[src/rtl/labs_energy_check.sv]
// Serial checker for a candidate sequence's aperiodic autocorrelation energy, one lag per cycle.
// Optional peak-sidelobe tracking on o_psl is enabled by defining LABS_PSL_EN.
module labs_energy_check #(
  parameter int unsigned SEQ_WIDTH = 16,
  parameter int unsigned E_WIDTH   = 20
) (
  input  logic                 clk,
  input  logic                 rst_n,
  input  logic [SEQ_WIDTH-1:0] i_seq,
  input  logic [E_WIDTH-1:0]   i_e,
  input  logic                 i_valid,
  output logic                 o_ready,
  output logic [E_WIDTH-1:0]   o_e,
  output logic                 o_match,
  output logic [SEQ_WIDTH-1:0] o_psl,
  output logic                 o_valid,
  input  logic                 i_ready
);

  // KW holds 0..N; AW also holds 2*popcount without overflow.
  localparam int unsigned KW = $clog2(SEQ_WIDTH + 1);
  localparam int unsigned AW = KW + 1;
  localparam int unsigned SW = 2 * AW;

  typedef enum logic [1:0] {StIdle, StCalc, StDone} state_e;

  state_e               state_q, state_d;
  logic [SEQ_WIDTH-1:0] seq_q;
  logic [E_WIDTH-1:0]   claim_q;
  logic [E_WIDTH-1:0]   acc_q, acc_d;
  logic [E_WIDTH-1:0]   e_q;
  logic                 match_q;
  logic [KW-1:0]        k_q;
  logic                 accept;
  logic                 last_lag;

  logic [SEQ_WIDTH-1:0] diff;
  logic [KW-1:0]        pop;
  logic [AW-1:0]        span;
  logic [AW-1:0]        two_pop;
  logic [AW-1:0]        mag;
  logic [SW-1:0]        sq;

  assign accept   = (state_q == StIdle) && i_valid;
  assign last_lag = (k_q == KW'(SEQ_WIDTH - 1));

  // |C_k| = |(N-k) - 2*mismatches| over the N-k overlapping pairs.
  always_comb begin
    diff = (seq_q ^ (seq_q >> k_q)) & ({SEQ_WIDTH{1'b1}} >> k_q);
    pop  = '0;
    for (int i = 0; i < SEQ_WIDTH; i++) begin
      pop = pop + KW'(diff[i]);
    end
    span    = AW'(SEQ_WIDTH) - AW'(k_q);
    two_pop = {pop, 1'b0};
    mag     = (span >= two_pop) ? (span - two_pop) : (two_pop - span);
    sq      = SW'(mag) * SW'(mag);
    acc_d   = acc_q + E_WIDTH'(sq);
  end

  always_ff @(posedge clk or negedge rst_n) begin
    if (!rst_n) begin
      state_q <= StIdle;
    end else begin
      state_q <= state_d;
    end
  end

  always_comb begin
    state_d = state_q;
    unique case (state_q)
      StIdle:  if (i_valid) state_d = StCalc;
      StCalc:  if (last_lag) state_d = StDone;
      StDone:  if (i_ready) state_d = StIdle;
      default: state_d = StIdle;
    endcase
  end

  always_comb begin
    o_ready = 1'b0;
    o_valid = 1'b0;
    unique case (state_q)
      StIdle:  o_ready = 1'b1;
      StDone:  o_valid = 1'b1;
      default: ;
    endcase
  end

  always_ff @(posedge clk or negedge rst_n) begin
    if (!rst_n) begin
      seq_q   <= '0;
      claim_q <= '0;
      acc_q   <= '0;
      k_q     <= KW'(1);
      e_q     <= '0;
      match_q <= 1'b0;
    end else if (accept) begin
      seq_q   <= i_seq;
      claim_q <= i_e;
      acc_q   <= '0;
      k_q     <= KW'(1);
    end else if (state_q == StCalc) begin
      acc_q <= acc_d;
      k_q   <= k_q + KW'(1);
      if (last_lag) begin
        e_q     <= acc_d;
        match_q <= (acc_d == claim_q);
      end
    end
  end

  assign o_e     = e_q;
  assign o_match = match_q;

`ifdef LABS_PSL_EN
  logic [AW-1:0] psl_q;

  always_ff @(posedge clk or negedge rst_n) begin
    if (!rst_n) begin
      psl_q <= '0;
    end else if (accept) begin
      psl_q <= '0;
    end else if ((state_q == StCalc) && (mag > psl_q)) begin
      psl_q <= mag;
    end
  end

  assign o_psl = SEQ_WIDTH'(psl_q);
`else
  assign o_psl = '0;
`endif

endmodule

[config.mk]
export PLATFORM = sky130hd
export DESIGN_NAME = labs_energy_check
export DESIGN_NICKNAME = d
export VERILOG_FILES = /design/src/rtl/labs_energy_check.sv
export SDC_FILE = /design/constraint.sdc
export NUM_CORES = 1
export LEC_CHECK = 0
export ABC_AREA = 1
export BUFFER_PORTS_ARGS = -buffer_cell sky130_fd_sc_hd__buf_2
export CORE_AREA = 2 2 152 154
export DETAILED_ROUTE_END_ITERATION = 8
export DIE_AREA = 0 0 154 156
export PLACE_DENSITY = 0.46
export SETUP_SLACK_MARGIN = 0.05
export SLEW_MARGIN = 20
export SYNTH_ARGS = -nofsm -noshare
export SYNTH_HDL_FRONTEND = slang
export SYNTH_SLANG_ARGS = --single-unit
[constraint.sdc]
create_clock -name clk -period 26.5 [get_ports clk]
set_clock_uncertainty 0.05 [all_clocks]
set_input_delay 3.975 -clock clk [delete_from_list [all_inputs] [get_ports clk]]
set_output_delay 3.975 -clock clk [all_outputs]
set_load 0.05 [all_outputs]
==> results of run 1 <==
area by class of cell:
cell class                      instances  area [sq um]
Sequential cell                        84          2100
Inverter                              160           601
Tap cell                              285           357
Multi-Input combinational cell        685          3980
Clock inverter                          6          65.1
Clock buffer                            9           225
Timing Repair Buffer                   64           328
Fill cell                            2429         14700
per-stage QoR:
stage	area (sq um)	utilization (%)
3_5_place_dp	7370	33.0
6_report	7660	34.2
2_1_floorplan	6920	-
4_1_cts	7660	34.2
5_1_grt	7660	34.2
3_3_place_gp	7370	33.0
synth_stat cells (10+ instances only):
master	n	area share [%]
o22ai_1	15	1.4
nand2_2	10	0.91
o21ai_1	11	0.80
nand2_1	264	14
dfrtp_1	83	30
nand3_1	66	4.8
fa_1	26	7.6
nor2_1	51	2.8
xor2_1	15	1.9
inv_1	152	8.3
o21ai_0	87	6.3
buf_4	18	2.0
a21oi_1	25	1.8
clkbuf_1	16	0.87
ha_1	43	7.8
worst paths after layout:
| kind | startpoint | endpoint | slack [ns] | cells after the start |
|---|---|---|---|---|
| min in group asynchronous | rst_n | o_e[18] | 3.53 | 1 |
| max in group asynchronous | rst_n | acc_q[2] | 21.85 | 2 |
| setup reg to reg | k_q[0] | o_match | 15.66 | 51 |
| hold reg to reg | o_e[19] | o_e[19] | 0.43 | 2 |
| hold / removal | o_e[19] | o_e[19] | 0.43 | 2 |
| setup / recovery | k_q[0] | o_match | 15.66 | 51 |
flip-flops by register name, indices dropped and copies added, names as in the netlist:
name	count
o_e	20
k_q	5
claim_q	20
acc_q	20
state_q	2
o_match	1
seq_q	16
per-layer routing:
metal  track usage [%]  share of wire [%]
met1              24.2                 54
met2              23.6                 42
met3              2.17                2.9
met4              4.67                1.6
met5                 0                  0
worst max-delay path: cells and delay by family, from the launching register on:
family	cells	cell delay, ns
AO/OA/AOI/OAI	9	1.38
flip-flops	1	0.91
buffers and inverters	8	0.79
adder cells (fa/ha/maj)	12	5.39
AND/OR/NAND/NOR	22	2.23
cells by family after synthesis:
kind of cell             Yosys count  synth area share, %
adder cells (fa/ha/maj)           69                 15.4
AO/OA/AOI/OAI                    161                 13.2
other                              1               0.0546
XOR/XNOR                          21                 2.68
flip-flops                        84                 30.6
AND/OR/NAND/NOR                  418                 25.8
buffers and inverters            202                 12.2
==> results.json, run 1 <==
{
  "cp.required_ns": 26.73,
  "via_count": 6026,
  "place_congestion": 0.869,
  "core_area_sq_um": 22400,
  "preCtsSetupSlack_ns": 15.61,
  "synthFlopType": "dfrtp_1",
  "crit_slowest_cell": "dfstp_2",
  "drc": 0,
  "port_buffers": 62,
  "status": "finished clean",
  "tritoncts": "built",
  "hold-worst-slack_ns": 0.427,
  "slowest_delay_ns": 0.91,
  "worst_pin_slew_ns": 0.956,
  "rsz0062_at_grt": "false",
  "drt-total-wl_mm": 18.8,
  "setup_tns_ns": 0,
  "grt_pass1_vias": 5859,
  "track_usage_pct": 16.0,
  "numPlacedInstances": 1278,
  "cpMostUsedCell": "nand2_1",
  "finalMaxSlewViolations": 0,
  "layout.nets": 1113,
  "ys_async_sr_fraction_pct": 100,
  "grt_pass1_wl_mm": 30.7,
  "clk_latency_ns": 0.35,
  "firstDrtPassIters": 6,
  "row_count": 55,
  "grt_max_degree": 65,
  "layout.cells.non_filler": 1293,
  "min_period_ns": 10.84,
  "num_antenna_cells": 0,
  "ant_nets": 0,
  "arrival_ns": 11.07,
  "worstSetupStartpointType": "flip-flop",
  "die_area_sq_um": 24000,
  "synthDistinctLibCells": 49,
  "antenna_found_initial": 0,
  "fmax_mhz": 92.3,
  "hold_violations": 0,
  "critical_path_class": "flip-flop to flip-flop",
  "wire_per_inst_um": 14.5,
  "ys_ff_latch": 84,
  "vias_per_cell": 4.66,
  "cap_violations": 0,
  "htreeDepth": 3,
  "yosysSeqAreaShare_pct": 30.6,
  "initial_core_util_pct": 30.7,
  "fin_crit_sh_pct": 40.9,
  "synth_area_sq_um": 6870,
  "cts_made_buffers": 9,
  "synth-edff-count": 0,
  "clkSinkCount": 84,
  "hold_path_class": "flip-flop to flip-flop",
  "critPathCaptureType": "flip-flop",
  "pin_count": 79,
  "area_growth_pct": 11.6,
  "ys_warn_count": 0,
  "die_x_um": 154,
  "grt_overflow": 0,
  "cp_max_fo": 33,
  "maxSlewHeadroom_pct": 36.2,
  "setup_viol": 0,
  "layout_commonest_cell": "nand2_1",
  "place_hpwl_mm": 14.5,
  "netlist_instances": 956,
  "ctsResizeCount": 0,
  "synth.avg_cell_area_sq_um": 7.18,
  "clock-root-buffer": "clkbuf_16",
  "post_cts_buffers": 0,
  "final_cell_mix": "264 x nand2_1, 151 x inv_1, 87 x o21ai_0",
  "fin_ws_ns": 15.66,
  "drive_above_1_share_pct": 11.7,
  "cts.hold.buffers_added": 0,
  "cts.path.max_buffers": 2,
  "cts.clk_slew.worst_paths_ns": 0.07,
  "drt-initial-drc-count": 326,
  "die_y_um": 156
}
Power of run 1 is not shown: default switching activity piles up to over one toggle a cycle in this logic, so the estimate is an artifact.
==> run 2, diff against run 1 <==
==> constraint.sdc (replaced) <==
create_clock -name clk -period 10.25 [get_ports clk]
set_clock_uncertainty 0.05 [all_clocks]
set_input_delay 1.5375 -clock clk [delete_from_list [all_inputs] [get_ports clk]]
set_output_delay 1.5375 -clock clk [all_outputs]
set_load 0.05 [all_outputs]
==> results.json, run 2 (same netlist as run 1, synthesis figures left out) <==
{
  "cts.hold.buffers_added": 0,
  "grt_pass1_wl_mm": 30.5,
  "die_y_um": 156,
  "cp.required_ns": 10.49,
  "via_count": 6199,
  "antenna_found_initial": 0,
  "multiInputGateArea_sq_um": 4240,
  "setup_viol": 0,
  "preCtsSetupSlack_ns": 0.155,
  "r2r_setup_slack_ns": 0.54,
  "place_congestion": 0.878,
  "status": "finished clean",
  "worst_pin_slew_ns": 0.871,
  "firstDrtPassIters": 5,
  "num_antenna_cells": 0,
  "cts.clk_slew.worst_paths_ns": 0.07,
  "clk_latency_ns": 0.35,
  "row_count": 55,
  "fin_crit_sh_pct": 94.8,
  "fin_ws_ns": 0.537,
  "maxSlewHeadroom_pct": 41.9,
  "area_growth_pct": 20.8,
  "drt-initial-drc-count": 362,
  "layout.nets": 1155,
  "place_hpwl_mm": 14.6,
  "tritoncts": "built",
  "drt-total-wl_mm": 18.9,
  "grt_overflow": 0,
  "cpMostUsedCell": "fa_1",
  "placed_area_sq_um": 7580,
  "critical_path_class": "flip-flop to flip-flop",
  "ff_latch_area_sq_um": 2100,
  "critPathCaptureType": "flip-flop",
  "die_x_um": 154,
  "ant_nets": 0,
  "drc": 0,
  "cp_max_fo": 8,
  "clkSinkCount": 84,
  "grt_pass1_vias": 5787,
  "slowest_delay_ns": 0.69,
  "pin_count": 79,
  "fmax_mhz": 103,
  "worstSetupStartpointType": "flip-flop",
  "cts.path.max_buffers": 2,
  "vias_per_cell": 4.64,
  "htreeDepth": 3,
  "hold_path_class": "flip-flop to flip-flop",
  "core_area_sq_um": 22400,
  "final_cell_mix": "250 x nand2_1, 145 x inv_1, 83 x dfrtp_1",
  "cts_made_buffers": 9,
  "min_period_ns": 9.71,
  "port_buffers": 62,
  "fillers": 2419,
  "post-route-cell-area_sq_um": 8300,
  "layout_commonest_cell": "nand2_1",
  "clock-root-buffer": "clkbuf_16",
  "cap_violations": 0,
  "die_area_sq_um": 24000,
  "rsz0062_at_grt": "false",
  "track_usage_pct": 16.0,
  "hold_violations": 0,
  "finalMaxSlewViolations": 0,
  "initial_core_util_pct": 30.7,
  "drive_above_1_share_pct": 20.9,
  "grt_max_degree": 65,
  "arrival_ns": 9.95,
  "setup_tns_ns": 0,
  "wire_per_inst_um": 14.2,
  "crit_slowest_cell": "dfstp_2"
}
## run 2: changes by cell type in the layout (fill, tap and decap cells not counted), sizes merged
cell and delta:
clkinv -1, buf +41, clkbuf +2, clkinvlp +1
## run 2: routing by layer
metal,part of all wire [%],track usage [%],up-vias,wire length (um)
met4,1.1,3.92,0,217
met2,42,23.3,122,8010
met5,0,0,-,0
li1,-,-,3184,-
met3,3.8,2.19,16,715
met1,53,24.7,2877,10000
## run 2: metrics by stage
step / hold slack, ns / cells / util (%)
final: 0.425 / 1336 / 37.1
after global routing: 0.466 / 1336 / 37.1
after CTS: 0.434 / 1322 / 35.2
after detailed placement: 0.418 / 1306 / 33.9
after global placement: 0.415 / 1306 / 33.9
after floorplan: 0.409 / 971 / -
## run 2: area by class of cell
type / count / share of cell area, %
clock buffer: 10 / 2.76
multi-input combinational: 685 / 51.1
sequential: 84 / 25.3
inverter: 160 / 7.30
clock inverter: 6 / 0.875
tap: 285 / 4.30
timing repair buffer: 106 / 8.29
## run 2: critical path: cells and delay by family, from the launching register on
family	cells	cell delay [ns]
flops	1	0.69
compound gates	7	0.99
fa+ha+maj	14	5.33
buf+inv	11	0.98
simple gates	17	1.56
## run 2: final timing paths
check,start,endpoint,cells past startpoint
max,k_q[0],o_match,49
min,o_e[7],o_e[7],2
max reg2reg,k_q[0],o_match,49
min reg2reg,o_e[7],o_e[7],2
max in group asynchronous,rst_n,seq_q[0],2
min in group asynchronous,rst_n,o_e[15],1
## run 2: repair_timing
action,in CTS,in global routing
buffers inserted,0,13
setup endpoints to repair,0,29
resized for setup,0,89
Power of run 2 is left out for the same reason.
